## src/rtl/lsu_pkg.sv

```systemverilog
// Shared types and constants for the load/store unit.
// funct3 access encodings, controller state enum, request validity helpers.
// Pure declarations; no logic of its own.
package lsu_pkg;

  localparam logic [2:0] F3_B  = 3'b000;
  localparam logic [2:0] F3_H  = 3'b001;
  localparam logic [2:0] F3_W  = 3'b010;
  localparam logic [2:0] F3_BU = 3'b100;
  localparam logic [2:0] F3_HU = 3'b101;

  typedef enum logic [1:0] {
    IDLE  = 2'd0,
    READ  = 2'd1,
    WRITE = 2'd2,
    RESP  = 2'd3
  } lsu_state_e;

  // Stores only have B/H/W; loads also have the unsigned B/H forms.
  function automatic logic f3_legal(input logic is_store, input logic [2:0] f3);
    logic ok;
    ok = (f3 == F3_B) || (f3 == F3_H) || (f3 == F3_W);
    if (!is_store) ok = ok || (f3 == F3_BU) || (f3 == F3_HU);
    return ok;
  endfunction

  // Halfwords need an even address, words need a 4-byte aligned one.
  function automatic logic misaligned(input logic [2:0] f3, input logic [1:0] a);
    logic bad;
    bad = 1'b0;
    if ((f3 == F3_H) || (f3 == F3_HU)) bad = a[0];
    if (f3 == F3_W) bad = (a != 2'b00);
    return bad;
  endfunction

endpackage

```

## src/rtl/lsu_if.sv

```systemverilog
// Request and data-memory signal bundle for the load/store unit.
// master = execute stage plus memory model, slave = the load/store unit.
// No storage; the unit's ready/done pair governs the request handshake.
interface lsu_if;
  logic        req;
  logic        isStore;
  logic [2:0]  funct3;
  logic [31:0] byteAddress;
  logic [31:0] storeData;
  logic        ready;
  logic        done;
  logic [31:0] loadData;
  logic        error;
  logic [31:0] memAddress;
  logic [31:0] memWriteData;
  logic        memWrite;
  logic        memRead;
  logic [31:0] memReadData;

  modport master (
    output req, isStore, funct3, byteAddress, storeData, memReadData,
    input  ready, done, loadData, error, memAddress, memWriteData, memWrite, memRead
  );

  modport slave (
    input  req, isStore, funct3, byteAddress, storeData, memReadData,
    output ready, done, loadData, error, memAddress, memWriteData, memWrite, memRead
  );
endinterface

```

## src/rtl/lsu_lane_align.sv

```systemverilog
// Byte/halfword lane extraction with extension, and store-lane merge into a word.
// Purely combinational, zero latency.
// No handshake; outputs follow inputs.
module lsu_lane_align
  import lsu_pkg::*;
(
  input  logic [31:0] word_i,
  input  logic [1:0]  addr_i,
  input  logic [2:0]  funct3_i,
  input  logic [31:0] store_data_i,
  output logic [31:0] load_val_o,
  output logic [31:0] store_word_o
);

  logic [7:0]  byte_sel;
  logic [15:0] half_sel;

  // Pick the addressed lane and extend it according to the access type.
  always_comb begin
    byte_sel = word_i[{addr_i, 3'b000} +: 8];
    half_sel = word_i[{addr_i[1], 4'b0000} +: 16];
    case (funct3_i)
      F3_B:    load_val_o = {{24{byte_sel[7]}}, byte_sel};
      F3_BU:   load_val_o = {24'h0, byte_sel};
      F3_H:    load_val_o = {{16{half_sel[15]}}, half_sel};
      F3_HU:   load_val_o = {16'h0, half_sel};
      default: load_val_o = word_i;
    endcase
  end

  // Replace only the addressed lane; a full-word store takes the source as is.
  always_comb begin
    store_word_o = word_i;
    case (funct3_i)
      F3_B:    store_word_o[{addr_i, 3'b000} +: 8] = store_data_i[7:0];
      F3_H:    store_word_o[{addr_i[1], 4'b0000} +: 16] = store_data_i[15:0];
      default: store_word_o = store_data_i;
    endcase
  end

endmodule

```

## src/rtl/load_store_unit.sv

```systemverilog
// Single-outstanding load/store initiator to a word-addressed memory; B/H stores by read-modify-write.
// Latency: LW/LH/LB and SW done 2 cycles after accept, SB/SH 3, faulting request 1.
// ready only in IDLE; req while busy is dropped, never queued.
module load_store_unit
  import lsu_pkg::*;
#(
  parameter int unsigned DEPTH_WORDS = 32
) (
  input logic  clock,
  input logic  reset,
  lsu_if.slave bus
);

  lsu_state_e  state_q, state_d;
  logic        is_store_q, is_store_d;
  logic [2:0]  funct3_q, funct3_d;
  logic [31:0] addr_q, addr_d;
  logic [31:0] sdata_q, sdata_d;
  logic [31:0] word_q, word_d;
  logic        err_q, err_d;

  logic        req_fault;
  logic [31:0] load_val;
  logic [31:0] store_word;

  // Incoming request checks: bad encoding, bad alignment, word index beyond memory.
  assign req_fault = !f3_legal(bus.isStore, bus.funct3)
                   || misaligned(bus.funct3, bus.byteAddress[1:0])
                   || ({2'b00, bus.byteAddress[31:2]} >= 32'(DEPTH_WORDS));

  lsu_lane_align u_align (
    .word_i       (word_q),
    .addr_i       (addr_q[1:0]),
    .funct3_i     (funct3_q),
    .store_data_i (sdata_q),
    .load_val_o   (load_val),
    .store_word_o (store_word)
  );

  // State and request latches; reset drops any in-flight access without a done.
  always_ff @(posedge clock) begin
    if (reset) begin
      state_q    <= IDLE;
      is_store_q <= 1'b0;
      funct3_q   <= 3'b000;
      addr_q     <= 32'h0;
      sdata_q    <= 32'h0;
      word_q     <= 32'h0;
      err_q      <= 1'b0;
    end else begin
      state_q    <= state_d;
      is_store_q <= is_store_d;
      funct3_q   <= funct3_d;
      addr_q     <= addr_d;
      sdata_q    <= sdata_d;
      word_q     <= word_d;
      err_q      <= err_d;
    end
  end

  // Next state: faults skip memory entirely, SW writes directly, everything else reads first.
  always_comb begin
    state_d    = state_q;
    is_store_d = is_store_q;
    funct3_d   = funct3_q;
    addr_d     = addr_q;
    sdata_d    = sdata_q;
    word_d     = word_q;
    err_d      = err_q;
    case (state_q)
      IDLE: begin
        if (bus.req) begin
          is_store_d = bus.isStore;
          funct3_d   = bus.funct3;
          addr_d     = bus.byteAddress;
          sdata_d    = bus.storeData;
          err_d      = req_fault;
          if (req_fault)                            state_d = RESP;
          else if (bus.isStore && bus.funct3 == F3_W) state_d = WRITE;
          else                                      state_d = READ;
        end
      end
      READ: begin
        word_d  = bus.memReadData;
        state_d = is_store_q ? WRITE : RESP;
      end
      WRITE:   state_d = RESP;
      default: state_d = IDLE;
    endcase
  end

  // Outputs decoded from state so memRead/memWrite are mutually exclusive by construction.
  assign bus.ready        = (state_q == IDLE);
  assign bus.done         = (state_q == RESP);
  assign bus.error        = (state_q == RESP) && err_q;
  assign bus.loadData     = ((state_q == RESP) && !is_store_q && !err_q) ? load_val : 32'h0;
  assign bus.memRead      = (state_q == READ);
  assign bus.memWrite     = (state_q == WRITE);
  assign bus.memAddress   = ((state_q == READ) || (state_q == WRITE)) ? {2'b00, addr_q[31:2]} : 32'h0;
  assign bus.memWriteData = (state_q == WRITE) ? store_word : 32'h0;

endmodule
```

## src/flat_wrapper.sv

```systemverilog
// flat-port wrapper written by rule: the top's interface ports become plain ports
module load_store_unit_flat import lsu_pkg::*;
#(
  parameter int unsigned DEPTH_WORDS = 32
)
  (clock, reset, bus_req, bus_isStore, bus_funct3, bus_byteAddress, bus_storeData, bus_memReadData, bus_ready, bus_done, bus_loadData, bus_error, bus_memAddress, bus_memWriteData, bus_memWrite, bus_memRead);
  lsu_if bus_i ();
  input logic clock;
  input logic reset;
  input wire logic [$bits(bus_i.req)-1:0] bus_req;
  input wire logic [$bits(bus_i.isStore)-1:0] bus_isStore;
  input wire logic [$bits(bus_i.funct3)-1:0] bus_funct3;
  input wire logic [$bits(bus_i.byteAddress)-1:0] bus_byteAddress;
  input wire logic [$bits(bus_i.storeData)-1:0] bus_storeData;
  input wire logic [$bits(bus_i.memReadData)-1:0] bus_memReadData;
  output wire logic [$bits(bus_i.ready)-1:0] bus_ready;
  output wire logic [$bits(bus_i.done)-1:0] bus_done;
  output wire logic [$bits(bus_i.loadData)-1:0] bus_loadData;
  output wire logic [$bits(bus_i.error)-1:0] bus_error;
  output wire logic [$bits(bus_i.memAddress)-1:0] bus_memAddress;
  output wire logic [$bits(bus_i.memWriteData)-1:0] bus_memWriteData;
  output wire logic [$bits(bus_i.memWrite)-1:0] bus_memWrite;
  output wire logic [$bits(bus_i.memRead)-1:0] bus_memRead;
  assign bus_i.req = bus_req;
  assign bus_i.isStore = bus_isStore;
  assign bus_i.funct3 = bus_funct3;
  assign bus_i.byteAddress = bus_byteAddress;
  assign bus_i.storeData = bus_storeData;
  assign bus_i.memReadData = bus_memReadData;
  assign bus_ready = bus_i.ready;
  assign bus_done = bus_i.done;
  assign bus_loadData = bus_i.loadData;
  assign bus_error = bus_i.error;
  assign bus_memAddress = bus_i.memAddress;
  assign bus_memWriteData = bus_i.memWriteData;
  assign bus_memWrite = bus_i.memWrite;
  assign bus_memRead = bus_i.memRead;
  load_store_unit #(.DEPTH_WORDS(DEPTH_WORDS)) u_core (.clock(clock), .reset(reset), .bus(bus_i));
endmodule
```

## config.mk

```make
export PLATFORM = sky130hd
export DESIGN_NAME = load_store_unit_flat
export DESIGN_NICKNAME = d
export VERILOG_FILES = /design/src/rtl/lsu_pkg.sv /design/src/rtl/lsu_if.sv /design/src/rtl/lsu_lane_align.sv /design/src/rtl/load_store_unit.sv /design/src/flat_wrapper.sv
export SDC_FILE = /design/constraint.sdc
export NUM_CORES = 1
export LEC_CHECK = 0
export BUFFER_PORTS_ARGS = -buffer_cell sky130_fd_sc_hd__buf_4
export CAP_MARGIN = 25
export CORE_MARGIN = 4
export CORE_UTILIZATION = 25
export DETAILED_ROUTE_END_ITERATION = 10
export SYNTH_ARGS = -nofsm -noshare
export SYNTH_HDL_FRONTEND = slang
export SYNTH_SLANG_ARGS = --single-unit
```

## constraint.sdc

```tcl
create_clock -name clock -period 2.88 [get_ports clock]
set_input_delay 0.144 -clock clock [delete_from_list [all_inputs] [get_ports clock]]
set_output_delay 0.144 -clock clock [all_outputs]
set_load 0.05 [all_outputs]
```

==> results of run 1 <==
==> path summary, 6_finish.rpt <==
check                                    startpoint           endpoint  depth (start not counted)
worst max-delay path              u_core.state_q[0]   bus_loadData[18]                          6
worst min-delay path            bus_memReadData[16]  u_core.word_q[16]                          3
worst max register to register    u_core.state_q[0]   u_core.addr_q[1]                          6
worst min register to register     u_core.addr_q[4]   u_core.addr_q[4]                          2
==> critical path: stages, from the launching register on <==
cell and delay (ns):
dfxtp_1 0.38, ha_1 0.28, or3b_1 0.74, nor2_4 0.25, o211ai_4 0.22, nand2_1 0.14, buf_4 0.20
==> power by group <==
group          internal [mW]  total (mW)  leakage [nW]  switching [mW]
logic                   1.00        2.88          2.16            1.88
clock network          0.785        1.41         0.162           0.622
registers               1.70        2.03         0.843           0.336
==> synth_stat cells (all sizes together) (6+ instances only) <==
master    n
a221oi   20
ha        9
mux2i    43
a211o     9
a222oi    8
a21oi    87
buf      28
nor2     68
a22oi    12
clkbuf   31
nand2   197
nor2b     7
o21ai    13
dfxtp   103
inv       9
nor4      6
mux4      8
and2     33
==> area by class of cell <==
type,count,share of cell area
Multi-Input combinational cell,561,0.431
Sequential cell,103,0.265
Timing Repair Buffer,214,0.210
Tap cell,285,0.0458
Clock buffer,9,0.0290
Clock inverter,7,0.0142
Inverter,10,0.00483
==> kinds of logic after synthesis <==
logic type,share of synthesized area
AND/OR/NAND/NOR,0.262
multiplexers,0.106
adder cells (fa/ha/maj),0.0195
buffers and inverters,0.0615
AO/OA/AOI/OAI,0.193
flip-flops,0.358
other,0.000651
==> flip-flops by register name (all words and copies together) (netlist names) <==
name / flops
u_core.err_q: 1
u_core.state_q: 2
u_core.word_q: 32
u_core.funct3_q: 3
u_core.sdata_q: 32
u_core.addr_q: 32
u_core.is_store_q: 1
==> metal layers <==
layer,track usage,routed length [um],vias up
li1,-,-,2864
met4,0.0297,199,4
met1,0.223,9570,2820
met3,0.0542,2290,20
met2,0.271,10100,289
met5,0,34,-
==> metrics by stage <==
| stage | power (mW) | area (um2) |
|---|---|---|
| floorplan | 4.04 | 5760 |
| global placement | 4.92 | 7440 |
| detailed placement | 4.94 | 7440 |
| CTS | 6.37 | 7780 |
| global route | 6.71 | 7780 |
| finish | 6.32 | 7780 |
==> summary.txt, run 1 <==
Worst hold path
  • Worst min path class: input port to register

Global routing
  • Largest net degree at the start of global routing: 72
  • Vias in the first global route: 5880
  • Initial antenna violation count: 2
  • Grt ovf: 0
  • GRT Total Usage: 0.168
  • Global-route wire length before repair: 34.3 mm

Placed design
  • Port bufs: 201
  • # placed instances: 1173
  • Routability cong.: 0.892
  • Pre-CTS WS: 0.543 ns
  • Final HPWL DP: 16.9 mm

Route
  • Vias: 5997
  • Routed Antenna Nets: 0
  • First drt pass iteration count: 9
  • Initial drt markers: 509
  • WL final: 22.2 mm
  • Wire per inst: 18.7 um
  • Vias per cell: 5.04
  • Drt drc: 0

Timing
  • Setup tns final: 0 ns
  • Skew final: 0.0110 ns
  • Fmax: 367 MHz
  • Worst-Margin Slew: 0.899 ns
  • Worst slew margin: 0.401
  • Post-route minimum period: 2.72 ns
  • Fin crit share: 0.946
  • Hold WS: 0.0223 ns
  • Worst Slack Setup Final: 0.156 ns
  • Final slew viol count: 0
  • Hold Fails Final Rpt: 0
  • Final setup fails: 0
  • RSZ-0062 raised after global routing: false

Floorplan
  • Initial core utilization: 0.254
  • Number of I/O pins: 204
  • Core area: 0.0226 mm2
  • Die ar.: 0.0255 mm2
  • Die Span Y: 160 um
  • Std cell rows: 55
  • Die width: 160 um

Clock tree
  • Post-CTS Hold Buffers: 0
  • Clock Pin Slew Worst Setup and Hold Paths: 0.08 ns
  • Post-CTS Setup Inserts: 0
  • Clk buf depth: 2
  • PostCTS Resize Cnt: 0
  • Clock Sinks: 103
  • CTS tree: built
  • Clk Latency, worst-skew pair: 0.36 ns
  • Inserted Clock Buffers: 9
  • CTS H-Tree Depth: 3
  • Clock Root Buffer: clkbuf_16

Logic synthesis
  • Seq cells post-synth: 103
  • YS warnings: 0
  • Syn Inst Count: 732
  • Number of synthesized flops with an enable pin: 0
  • Synthesized area: 0.00576 mm2
  • Synth area leaders: dfxtp_1 36%, nand2_1 12%, a21oi_1 7.5%
  • Register area share after synthesis: 0.358
  • Post-synthesis cell type count: 56
  • Synthesized area per cell: 7.87 um2
  • Async set-reset flop share out of synthesis: 0
  • Top FF cell, synth: dfxtp_1
  • Synth area leader: dfxtp_1
  • Post-synth top area share: 0.358

Final layout
  • Ratio of cells with drive above 1 in the final layout: 0.293
  • Most frequent cells in the layout: 212 x buf_4, 186 x nand2_1, 103 x dfxtp_1
  • Fin util: 0.344
  • Fin cells: 1189
  • Multi-input logic area: 0.00335 mm2
  • Filler Cells Inserted: 2454
  • Ant diodes: 0
  • Area growth syn-to-layout: 35.0%
  • Nets: 1011
  • Most common cell after layout, fill and taps aside: buf_4
  • Seq. cell area: 0.00206 mm2

Critical path
  • CP Capture Type: primary output
  • WP data arrival: 2.58 ns
  • Startpoint types: register
  • Register-to-Register Setup Slack: 0.95 ns
  • WP data required: 2.74 ns
  • Setup CP Type: register to primary output
  • Maximum fanout along the worst path: 18

Power
  • Worst VDD drop: 0.000341 V
  • Leakage Power: 3.16 nW
  • Power density cells: 812 mW/mm2

Run
  • Max-cap violations: 0

Outcome
  • Status: complete, no violations
(Power assumes the default switching activity.)
==> run 2: changes to the inputs <==
- CORE_ASPECT_RATIO: not set -> 1.2
- PLACE_DENSITY: not set -> 0.48
==> run 2 against run 1 <==
Die area is essentially flat. Hold slack improved by 0.0024 ns. Clock skew fell by 0.0014 ns. Flip-flop and latch count is the same. Final cell count fell by 0.34%. Via count decreased by 1.8%. Sequential power about the same. Register-to-register slack worse by 0.09 ns. Setup slack gained 0.076 ns. Clock power shrank 11%. Maximum frequency increased by 2.9%. Non-clock buffer count rose by 2. Critical path type unchanged. Highest routed layer is now met4.
==> summary.txt, run 2 (synthesis results as in run 1) <==
Worst hold path
  • Hold path cells: 3
  • Worst min path class: input port to register
  • Hold Startpoint: bus_memReadData[21]

Critical path
  • Crit path from: u_core.state_q[0]
  • FF-to-FF End: u_core.sdata_q[24]
  • Register-to-Register Setup Slack: 0.86 ns
  • Worst Reg-to-Reg Cells: 6
  • Maximum fanout along the worst path: 18
  • Worst setup endpoint: bus_loadData[31]
  • RR Startpoint: u_core.state_q[0]
  • Startpoint types: register
  • WP data required: 2.74 ns
  • Setup CP Type: register to primary output
  • CP Capture Type: primary output
  • WP data arrival: 2.50 ns

Final layout
  • Nets: 1013
  • Design Area, Final: 0.00776 mm2
  • Fin util: 0.345
  • Top Registers: u_core.addr_q: 32 flops, u_core.sdata_q: 32 flops, u_core.word_q: 32 flops
  • Most common cell after layout, fill and taps aside: buf_4
  • Most frequent cells in the layout: 213 x buf_4, 186 x nand2_1, 103 x dfxtp_1
  • Area growth syn-to-layout: 34.7%
  • Fin cells: 1185
  • Ratio of cells with drive above 1 in the final layout: 0.295
  • Ant diodes: 0

Global routing
  • Global-route wire length before repair: 34.4 mm
  • GRT Total Usage: 0.171
  • Vias in the first global route: 5733
  • Grt ovf: 0
  • Largest net degree at the start of global routing: 63
  • Initial antenna violation count: 0

Run
  • Max-cap violations: 0

Placed design
  • Placed cell area: 0.00746 mm2
  • Port bufs: 201
  • Routability cong.: 0.874
  • # placed instances: 1169
  • Pre-CTS WS: 0.550 ns
  • Final HPWL DP: 17.0 mm

Clock tree
  • Clk Latency, worst-skew pair: 0.36 ns
  • Clock Root Buffer: clkbuf_16
  • CTS tree: built
  • CTS H-Tree Depth: 3
  • Clk buf depth: 2
  • Post-CTS Setup Inserts: 0
  • Inserted Clock Buffers: 9
  • Clock Sinks: 103
  • Clock Pin Slew Worst Setup and Hold Paths: 0.07 ns

Timing
  • Fin crit share: 0.919
  • Worst-Margin Slew: 0.871 ns
  • Worst Slack Setup Final: 0.233 ns
  • Setup tns final: 0 ns
  • Hold Fails Final Rpt: 0
  • Post-route minimum period: 2.65 ns
  • Skew final: 0.00963 ns
  • Final slew viol count: 0
  • Fmax: 378 MHz
  • Worst slew margin: 0.417
  • Final setup fails: 0
  • RSZ-0062 raised after global routing: false

Floorplan
  • Number of I/O pins: 204
  • Die ar.: 0.0255 mm2
  • Initial core utilization: 0.256
  • Core area: 0.0225 mm2
  • Die Span Y: 174 um
  • Std cell rows: 60
  • Die width: 147 um

Route
  • Vias per cell: 4.97
  • WL final: 22.5 mm
  • Wire per inst: 19.0 um
  • Vias: 5887
  • Routed Antenna Nets: 0
  • First drt pass iteration count: 6
  • Initial drt markers: 426
  • Drt drc: 0

Power
  • Worst VDD drop: 0.000316 V
  • Leakage Power: 3.16 nW
  • Power density cells: 801 mW/mm2

Outcome
  • Status: complete, no violations
run 2: what timing repair did:
action                                  CTS  global route
hold buffers                              0             0
gates resized for setup                   0             1
endpoints found under the setup margin    0             1
run 2: how the worst min path moves through the flow:
| stage | end | slack [ns] |
|---|---|---|
| 6_report | u_core.word_q[21] | 0.02 |
| 5_1_grt | u_core.addr_q[3] | 0.01 |
| 4_1_cts | u_core.word_q[21] | 0.01 |
| 3_5_place_dp | u_core.word_q[12] | 0.39 |
| 3_3_place_gp | u_core.word_q[7] | 0.38 |
| 2_1_floorplan | u_core.addr_q[10] | 0.28 |
run 2: power by group:
| group | switching [mW] | leakage [nW] | internal [mW] | total, mW |
|---|---|---|---|---|
| clock | 0.578 | 0.143 | 0.682 | 1.26 |
| sequential | 0.336 | 0.843 | 1.70 | 2.03 |
| combinational | 1.91 | 2.17 | 1.01 | 2.93 |
| total | 2.83 | 3.16 | 3.39 | 6.22 |
run 2: critical path, stage by stage, from the launching register on:
cell      delay [ns]
dfxtp_1         0.38
ha_1            0.28
or3b_2          0.72
nor2_4          0.21
o211ai_4        0.21
nand2_1         0.14
buf_4           0.20
run 2: stage by stage:
stage          power (mW)  hold slack (ns)
3_3_place_gp         5.01            0.378
4_1_cts              6.29           0.0136
5_1_grt              6.62           0.0143
2_1_floorplan        4.04            0.280
6_report             6.22           0.0247
3_5_place_dp         5.01            0.388
run 2: final cells by class:
type / instances / area, um2
inverter: 10 / 37.5
multi-input combinational: 561 / 3350
clock inverter: 6 / 68.8
timing repair buffer: 216 / 1660
clock buffer: 10 / 229
tap: 279 / 349
fill: 2456 / 14800
sequential: 103 / 2060
run 2: routing by layer:
layer / GRT usage / up-vias / wire length, um
li1: - / 2862 / -
met1: 0.218 / 2721 / 9540
met2: 0.271 / 268 / 10300
met3: 0.0626 / 36 / 2170
met4: 0.0486 / 0 / 478
met5: 0 / - / 0
